**src/rtl/vigna_bus_arbiter.sv**
```systemverilog
// Two-master arbiter merging the vigna instruction and data ports onto one
// shared valid/ready memory bus, with an optional stall watchdog.
module vigna_bus_arbiter #(
    parameter int unsigned DATA_PRIORITY  = 1,
    parameter int unsigned TIMEOUT_CYCLES = 0,
    parameter logic [31:0] ERR_RDATA      = 32'h0000_0013
) (
    input  logic        clk,
    input  logic        reset,
    input  logic        i_valid,
    output logic        i_ready,
    input  logic [31:0] i_addr,
    output logic [31:0] i_rdata,
    input  logic        d_valid,
    output logic        d_ready,
    input  logic [31:0] d_addr,
    output logic [31:0] d_rdata,
    input  logic [31:0] d_wdata,
    input  logic [3:0]  d_wstrb,
    output logic        m_valid,
    input  logic        m_ready,
    output logic [31:0] m_addr,
    input  logic [31:0] m_rdata,
    output logic [31:0] m_wdata,
    output logic [3:0]  m_wstrb,
    output logic [1:0]  grant,
    output logic        bus_err
);

    localparam int unsigned TW = (TIMEOUT_CYCLES > 0) ? $clog2(TIMEOUT_CYCLES + 1) : 1;
    localparam logic [TW-1:0] T_LAST = (TIMEOUT_CYCLES > 0) ? TW'(TIMEOUT_CYCLES - 1) : '0;
    localparam logic [TW-1:0] T_MAX  = {TW{1'b1}};

    typedef enum logic [1:0] {
        IDLE  = 2'b00,
        GNT_I = 2'b01,
        GNT_D = 2'b10
    } state_t;

    state_t        state;
    state_t        state_nxt;
    logic          last_d;
    logic          last_nxt;
    logic [TW-1:0] timer;
    logic [TW-1:0] timer_nxt;
    logic          own_valid;
    logic          timeout;

    // Granted master still requesting, and watchdog expiry for this cycle
    assign own_valid = ((state == GNT_I) && i_valid) || ((state == GNT_D) && d_valid);
    assign timeout   = (TIMEOUT_CYCLES != 0) && own_valid && !m_ready && (timer == T_LAST);

    // State register; grant is the registered state encoding
    always_ff @(posedge clk) begin
        if (reset) begin
            state  <= IDLE;
            last_d <= 1'b0;
            timer  <= '0;
        end else begin
            state  <= state_nxt;
            last_d <= last_nxt;
            timer  <= timer_nxt;
        end
    end

    // Next-state: arbitrate in IDLE, hold grant until completion or abandon
    always_comb begin
        state_nxt = state;
        last_nxt  = last_d;
        timer_nxt = timer;
        case (state)
            IDLE: begin
                timer_nxt = '0;
                if (i_valid && d_valid) begin
                    state_nxt = ((DATA_PRIORITY != 0) || !last_d) ? GNT_D : GNT_I;
                end else if (i_valid) begin
                    state_nxt = GNT_I;
                end else if (d_valid) begin
                    state_nxt = GNT_D;
                end
            end
            GNT_I, GNT_D: begin
                if (m_ready || timeout) begin
                    state_nxt = IDLE;
                    last_nxt  = (state == GNT_D);
                end else if (!own_valid) begin
                    state_nxt = IDLE;
                end else if (timer != T_MAX) begin
                    timer_nxt = timer + TW'(1);
                end
            end
            default: state_nxt = IDLE;
        endcase
    end

    // Output mux; readies are withheld while reset is asserted
    always_comb begin
        m_valid = 1'b0;
        m_addr  = '0;
        m_wdata = '0;
        m_wstrb = '0;
        i_ready = 1'b0;
        d_ready = 1'b0;
        bus_err = 1'b0;
        grant   = state;
        i_rdata = (timeout && (state == GNT_I)) ? ERR_RDATA : m_rdata;
        d_rdata = (timeout && (state == GNT_D)) ? ERR_RDATA : m_rdata;
        case (state)
            GNT_I: begin
                m_valid = i_valid;
                m_addr  = i_addr;
                i_ready = (m_ready || timeout) && !reset;
                bus_err = timeout && !reset;
            end
            GNT_D: begin
                m_valid = d_valid;
                m_addr  = d_addr;
                m_wdata = d_wdata;
                m_wstrb = d_wstrb;
                d_ready = (m_ready || timeout) && !reset;
                bus_err = timeout && !reset;
            end
            default: ;
        endcase
    end

endmodule

```
**config.mk**
```make
export PLATFORM = sky130hd
export DESIGN_NAME = vigna_bus_arbiter
export DESIGN_NICKNAME = d
export VERILOG_FILES = /design/src/rtl/vigna_bus_arbiter.sv
export SDC_FILE = /design/constraint.sdc
export NUM_CORES = 1
export LEC_CHECK = 0
export BUFFER_PORTS_ARGS = -buffer_cell sky130_fd_sc_hd__buf_2
export CORE_AREA = 2 2 107 109
export DETAILED_ROUTE_END_ITERATION = 10
export DIE_AREA = 0 0 109 111
export PLACE_DENSITY = 0.56
export SKIP_CTS_REPAIR_TIMING = 1
export SYNTH_ARGS = -nofsm -noshare
export SYNTH_HDL_FRONTEND = slang
export SYNTH_SLANG_ARGS = --single-unit
```
**constraint.sdc**
```tcl
create_clock -name clk -period 1.4 [get_ports clk]
set_input_delay 0.14 -clock clk [delete_from_list [all_inputs] [get_ports clk]]
set_output_delay 0.14 -clock clk [all_outputs]
set_load 0.02 [all_outputs]
```
==> metrics, run 1 <==
Seq/Total Area, Yosys around 2.8%; largest net degree at the start of global routing 38; # fillers about 1,200; most frequent cells after synthesis buf_4, and2_1, nor2b_1; Rows 39; GRT Residual Overflow 0; Worst R2R End grant[1]; Starting DRT DRC Count 17; Clock Sinks 2; antenna violations before repair 0; clock period minus worst slack around 1600 ps; leakage power between 1 and 1.5 nW; fin util about a quarter; CTS Buffer Depth 2; Cell Count, Final, Fillers Out between 400 and 500; FFs w/ async S/R, synth 0%; max reg flops 2; post-synth top area share roughly 34%; Max VDD drop ~0.00042 V; PortBufs roughly 180; Starting Density around 13%; setup-violating endpoint count in the final report 73; RSZ-0062 raised after global routing true; IO Pins around 280; Setup WS pre-CTS -265.7 ps; maximum fanout along the worst path 17; DP Wirelength about 4800 um; cells after synthesis a little over 200; placed cell count about 450; full die area about 12,000 um^2; vias in the first global route about 1,800; Clock Tree Root clkbuf_16; Hold EP grant[0]; hold depth 2; chip height around 110 um; Layout Area Growth over Synthesis 104.5%; CP required ~1300 ps; Hold Crit Start reset; CTS Buf Count 3; count leader, synth buf_4; area leader, netlist buf_4; Post-synth EDFFs 0; final setup TNS -10,100 ps; distinct cell type count after synthesis 19; Worst EP arrival between 1000 and 1500 ps; Synth Register Bits 2; CP endpoint kind output pin; placer congestion estimate 0.6965; Setup crit start grant[0]; Net Count, Synth 342; Clk Latency, worst-skew pair about 220 ps; first-pass GRT wire length 8183 um; post-route ant nets 0; reg2reg start grant[0]; failing checks setup timing; Final WS setup -212.5 ps; Critical Path Start Type flip-flop; Avg Inst Size Synth 7.043 um^2; drt drc 0; drt pass-1 iters 4; outcome complete, but fails checks; Worst Hold Class primary input to flip-flop; nets approximately 470; fin crit share 115.2%; Worst Skew around 2.6 ps; die width 109 um; vias post-DR approximately 1,800; FF-to-FF setup slack -150 ps; share of post-route cells with drive strength above 1 between 80% and 90%; Main synth FF type dfxtp_1; H-tree depth 1; synth warn 0; Max Cap Viol 0; Mapped Area 1423 um^2; P per Cell Area between 500 and 600 nW/um^2; Slew Viols, Final 0; Total GRT Usage around 8.5%; drt total wl 6637 um; core area between 10,000 and 15,000 um^2; critical path type flip-flop to output pin; dominant cells by area after synthesis buf_4, a22oi_1, and2_1; TritonCTS clock tree yes; Antenna diodes 0; length in cells of the worst reg-to-reg path 8; fmax ~0.62 GHz; Clock transition at path regs about 30 ps; vias per cell 3.912; drt wl/cell about 14 um; Hold Vio Cnt, Final 0
## worst max-delay path, stage by stage (launching register included)
cell	delay [ps]
dfxtp_4	370
inv_4	50
ha_4	180
buf_12	150
a22oi_2	260
nor2b_2	80
buf_6	140
## final cells by class
cell class	count	area [um^2]	area share [%]
repair buffers	199	1438	49.42
multi-input cells	118	1157	39.78
well taps	143	178.9	6.151
clock buffers	3	75.07	2.581
flip-flops and latches	2	47.55	1.634
inverters	2	12.51	0.4301
## cells in the final DEF (no fill, tap or decap)
cell / count
a211o_1: 1
a211oi_2: 1
a21bo_1: 1
a21oi_2: 2
a22o_4: 1
a22oi_1: 9
a22oi_2: 23
and2_1: 33
and2_4: 4
and3b_1: 2
buf_12: 5
buf_2: 128
buf_4: 28
buf_6: 33
buf_8: 1
clkbuf_16: 7
conb_1: 1
dfxtp_4: 2
ha_4: 3
inv_4: 2
nand2_1: 1
nor2b_1: 2
nor2b_2: 16
nor2b_4: 17
o31ai_1: 1
## how the worst max path moves through the flow
stage                            end  slack (ps)  cells past startpoint
after floorplan             grant[0]          -2                      6
after global placement    m_addr[19]        -270                      6
after detailed placement  m_addr[19]        -270                      6
after CTS                 m_addr[19]        -510                      6
after global routing      m_addr[19]        -290                      6
final                     m_addr[19]        -210                      6
## power by group
| part | switching [mW] | total [mW] | internal, mW |
|---|---|---|---|
| Combinational | 0.537 | 1.17 | 0.636 |
| Clock | 0.0750 | 0.439 | 0.364 |
| Sequential | 0.00859 | 0.0704 | 0.0618 |
| Total | 0.621 | 1.68 | 1.06 |
## cell families after synthesis
| logic type | after synthesis | share of synthesized area [%] |
|---|---|---|
| fa+ha+maj | 3 | 2.639 |
| flops | 2 | 2.815 |
| simple gates | 75 | 33.16 |
| buf+inv | 82 | 39.58 |
| other cells | 1 | 0.2636 |
| compound gates | 39 | 21.55 |
## metal layers
layer | global-route usage, % | wire length, um
met1 | 9.321 | 2454
met3 | 1.822 | 503
met4 | 3.419 | 174
met5 | 0 | 0
met2 | 15.45 | 3505
## per-stage QoR
step                power, mW  area [um^2]  hold WS (ps)
floorplan              0.8409         1602         195.4
global placement       0.9163         2205         280.2
detailed placement     0.9361         2205         280.2
CTS                     1.382         2280         156.7
global route            1.776         2909         161.6
finish                  1.683         2909         147.0
No activity file was read; power rests on OpenSTA's default activity.
==> run 2: changes to the inputs <==
- CAP_MARGIN: not set -> 10
- GPL_TIMING_DRIVEN: not set -> 1
- REMOVE_ABC_BUFFERS: not set -> 1
==> run 2 against run 1 <==
  * The run still ends with setup timing left
  * Sequential power is 2% lower
  * Cell count down 1.3%
  * Global-route usage increased by 2.4 points
  * Combinational power decreased by 12%
  * Clock skew shrank 2.2 ps
  * Count of clock-buffer cells in the layout stayed put
  * Sequential share of layout area is 0.069 points higher
  * Wire length is 21% higher
  * Fmax up 0.67%
  * Critical path type unchanged
  * Critical endpoint is now m_wdata[6]
  * Largest cell class unchanged
  * Largest power group unchanged
==> metrics, run 2 (same netlist as run 1, synthesis figures left out) <==
hold depth 2 (unchanged); vias post-DR 1,915 (was 1,827); Starting DRT DRC Count 69 (was 17); Hold EP grant[0] (unchanged); Worst Hold Class primary input to flip-flop (unchanged); length in cells of the worst reg-to-reg path 5 (was 8); H-tree depth 1 (unchanged); CTS Buf Count 3 (unchanged); full die area 12,100 um^2 (unchanged); drt drc 0 (unchanged); Rows 39 (unchanged); drt total wl 8014 um (was 6637 um); Clk pwr share 28.1% (was 26.1%); Hold Crit Start reset (unchanged); Critical Path Start Type flip-flop (unchanged); first-pass GRT wire length 9501 um (was 8183 um); commonest cells after routing, fill and taps aside buf_2, buf_4, buf_6 (was buf_2, and2_1, buf_6); FF-to-FF setup slack 40 ps (was -150 ps); DP Wirelength 6231 um (was 4750 um); Sw Ratio 35.78% (was 36.89%); Worst R2R End grant[0] (was grant[1]); placed cell count 455 (was 452); clock period minus worst slack 1602 ps (was 1612 ps); failing checks setup timing (unchanged); P_int 985.6 uW (was 1.062 mW); Clock transition at path regs 30 ps (about the same); CTS Buffer Depth 2 (unchanged); TritonCTS clock tree yes (unchanged); CP required 1260 ps (about the same); Cell Count, Final, Fillers Out 461 (was 467); max reg flops 2 (unchanged); commonest non-fill, non-tap cell in the layout buf_2 (unchanged); drt wl/cell 17.38 um (was 14.21 um); fmax 0.6243 GHz (was 0.6202 GHz); maximum fanout along the worst path 14 (was 17); nets 460 (was 466); share of post-route cells with drive strength above 1 75.16% (was 84.26%); Layout Area Growth over Synthesis 85.93% (was 104.5%); IO Pins 275 (unchanged); Clock Sinks 2 (unchanged); Worst EP arrival 1460 ps (was 1470 ps); Setup WS pre-CTS -167.5 ps (was -265.7 ps); outcome complete, but fails checks (unchanged); drt pass-1 iters 4 (unchanged); Psw 549.1 uW (was 620.8 uW); largest net degree at the start of global routing 29 (was 38); CP endpoint kind output pin (unchanged); Combinational Power Share 67.4% (was 69.7%); Antenna diodes 0 (unchanged); critical path type flip-flop to output pin (unchanged); Total GRT Usage 10.86% (was 8.485%); setup-violating endpoint count in the final report 71 (was 73); reg2reg start grant[1] (was grant[0]); Reg power frac 4.5% (was 4.2%); fin crit share 114.4% (was 115.2%); Max VDD drop 0.0002611 V (was 0.0004249 V); post-route ant nets 0 (unchanged); vias per cell 4.154 (was 3.912); GRT Residual Overflow 0 (unchanged); placer congestion estimate 0.6487 (was 0.6965); Clock Tree Root clkbuf_16 (unchanged); Clk Latency, worst-skew pair 220 ps (about the same); PortBufs 177 (unchanged); chip height 111 um (unchanged); RSZ-0062 raised after global routing true (unchanged); core area 11,080 um^2 (unchanged); Final WS setup -201.8 ps (was -212.5 ps); die width 109 um (unchanged); Starting Density 12.84% (unchanged); fin util 23.88% (was 26.26%); leakage power 1.289 nW (was 1.364 nW); Slew Viols, Final 0 (unchanged); Worst Skew 0.3310 ps (was 2.551 ps); Max Cap Viol 0 (unchanged); vias in the first global route 1,715 (was 1,766); antenna violations before repair 1 (was 0); P per Cell Area 580.2 nW/um^2 (was 578.5 nW/um^2); Hold Vio Cnt, Final 0 (unchanged)
run 2: cell count changes in the layout (fill, tap and decap cells not counted), sizes merged:
cell and change:
buf -4, clkbuf -2
run 2: critical path, cell delays in order (launching register included):
cell	delay (ps)
dfxtp_2	330
buf_6	120
ha_4	190
buf_4	150
clkbuf_16	150
and2_1	140
buf_4	150
run 2: how the worst max path moves through the flow:
stage	startpoint	end	slack, ps
after floorplan	grant[0]	m_addr[0]	-880
after global placement	grant[1]	m_addr[15]	-180
after detailed placement	grant[1]	m_addr[15]	-170
after CTS	grant[1]	m_addr[15]	-400
after global routing	grant[1]	m_addr[15]	-260
final	grant[1]	m_wdata[6]	-200
run 2: cell type report:
type | count | area, um^2
clock buffer | 3 | 75.07
fill | 1176 | 8432
inverter | 2 | 10.01
multi-input combinational | 118 | 992.2
sequential | 2 | 45.04
tap | 143 | 178.9
timing repair buffer | 193 | 1344
run 2: per-stage QoR:
step                      area [um^2]  hold WS [ps]  power [mW]  setup TNS [ps]
after global placement           2057         280.2      0.8354           -2338
after global routing             2645         182.6       1.629          -14460
final                            2645         167.3       1.535          -10770
after CTS                        2132         177.8       1.289          -17880
after detailed placement         2057         280.2      0.8485           -2557
after floorplan                 867.1         204.6      0.4658          -54710
run 2: power groups by stage:
stage | clock network (mW) | registers, mW | logic [mW]
2_1_floorplan | 0 | 0.0716 | 0.394
3_3_place_gp | 0 | 0.0657 | 0.770
3_5_place_dp | 0 | 0.0664 | 0.782
4_1_cts | 0.439 | 0.0657 | 0.784
5_1_grt | 0.448 | 0.0693 | 1.11
6_report | 0.432 | 0.0691 | 1.03
run 2: metal layers:
| layer | wire (um) | GRT usage (%) |
|---|---|---|
| met1 | 2911 | 10.74 |
| met2 | 3345 | 16.02 |
| met5 | 56 | 5.804 |
| met4 | 46 | 1.795 |
| met3 | 1655 | 10.64 |
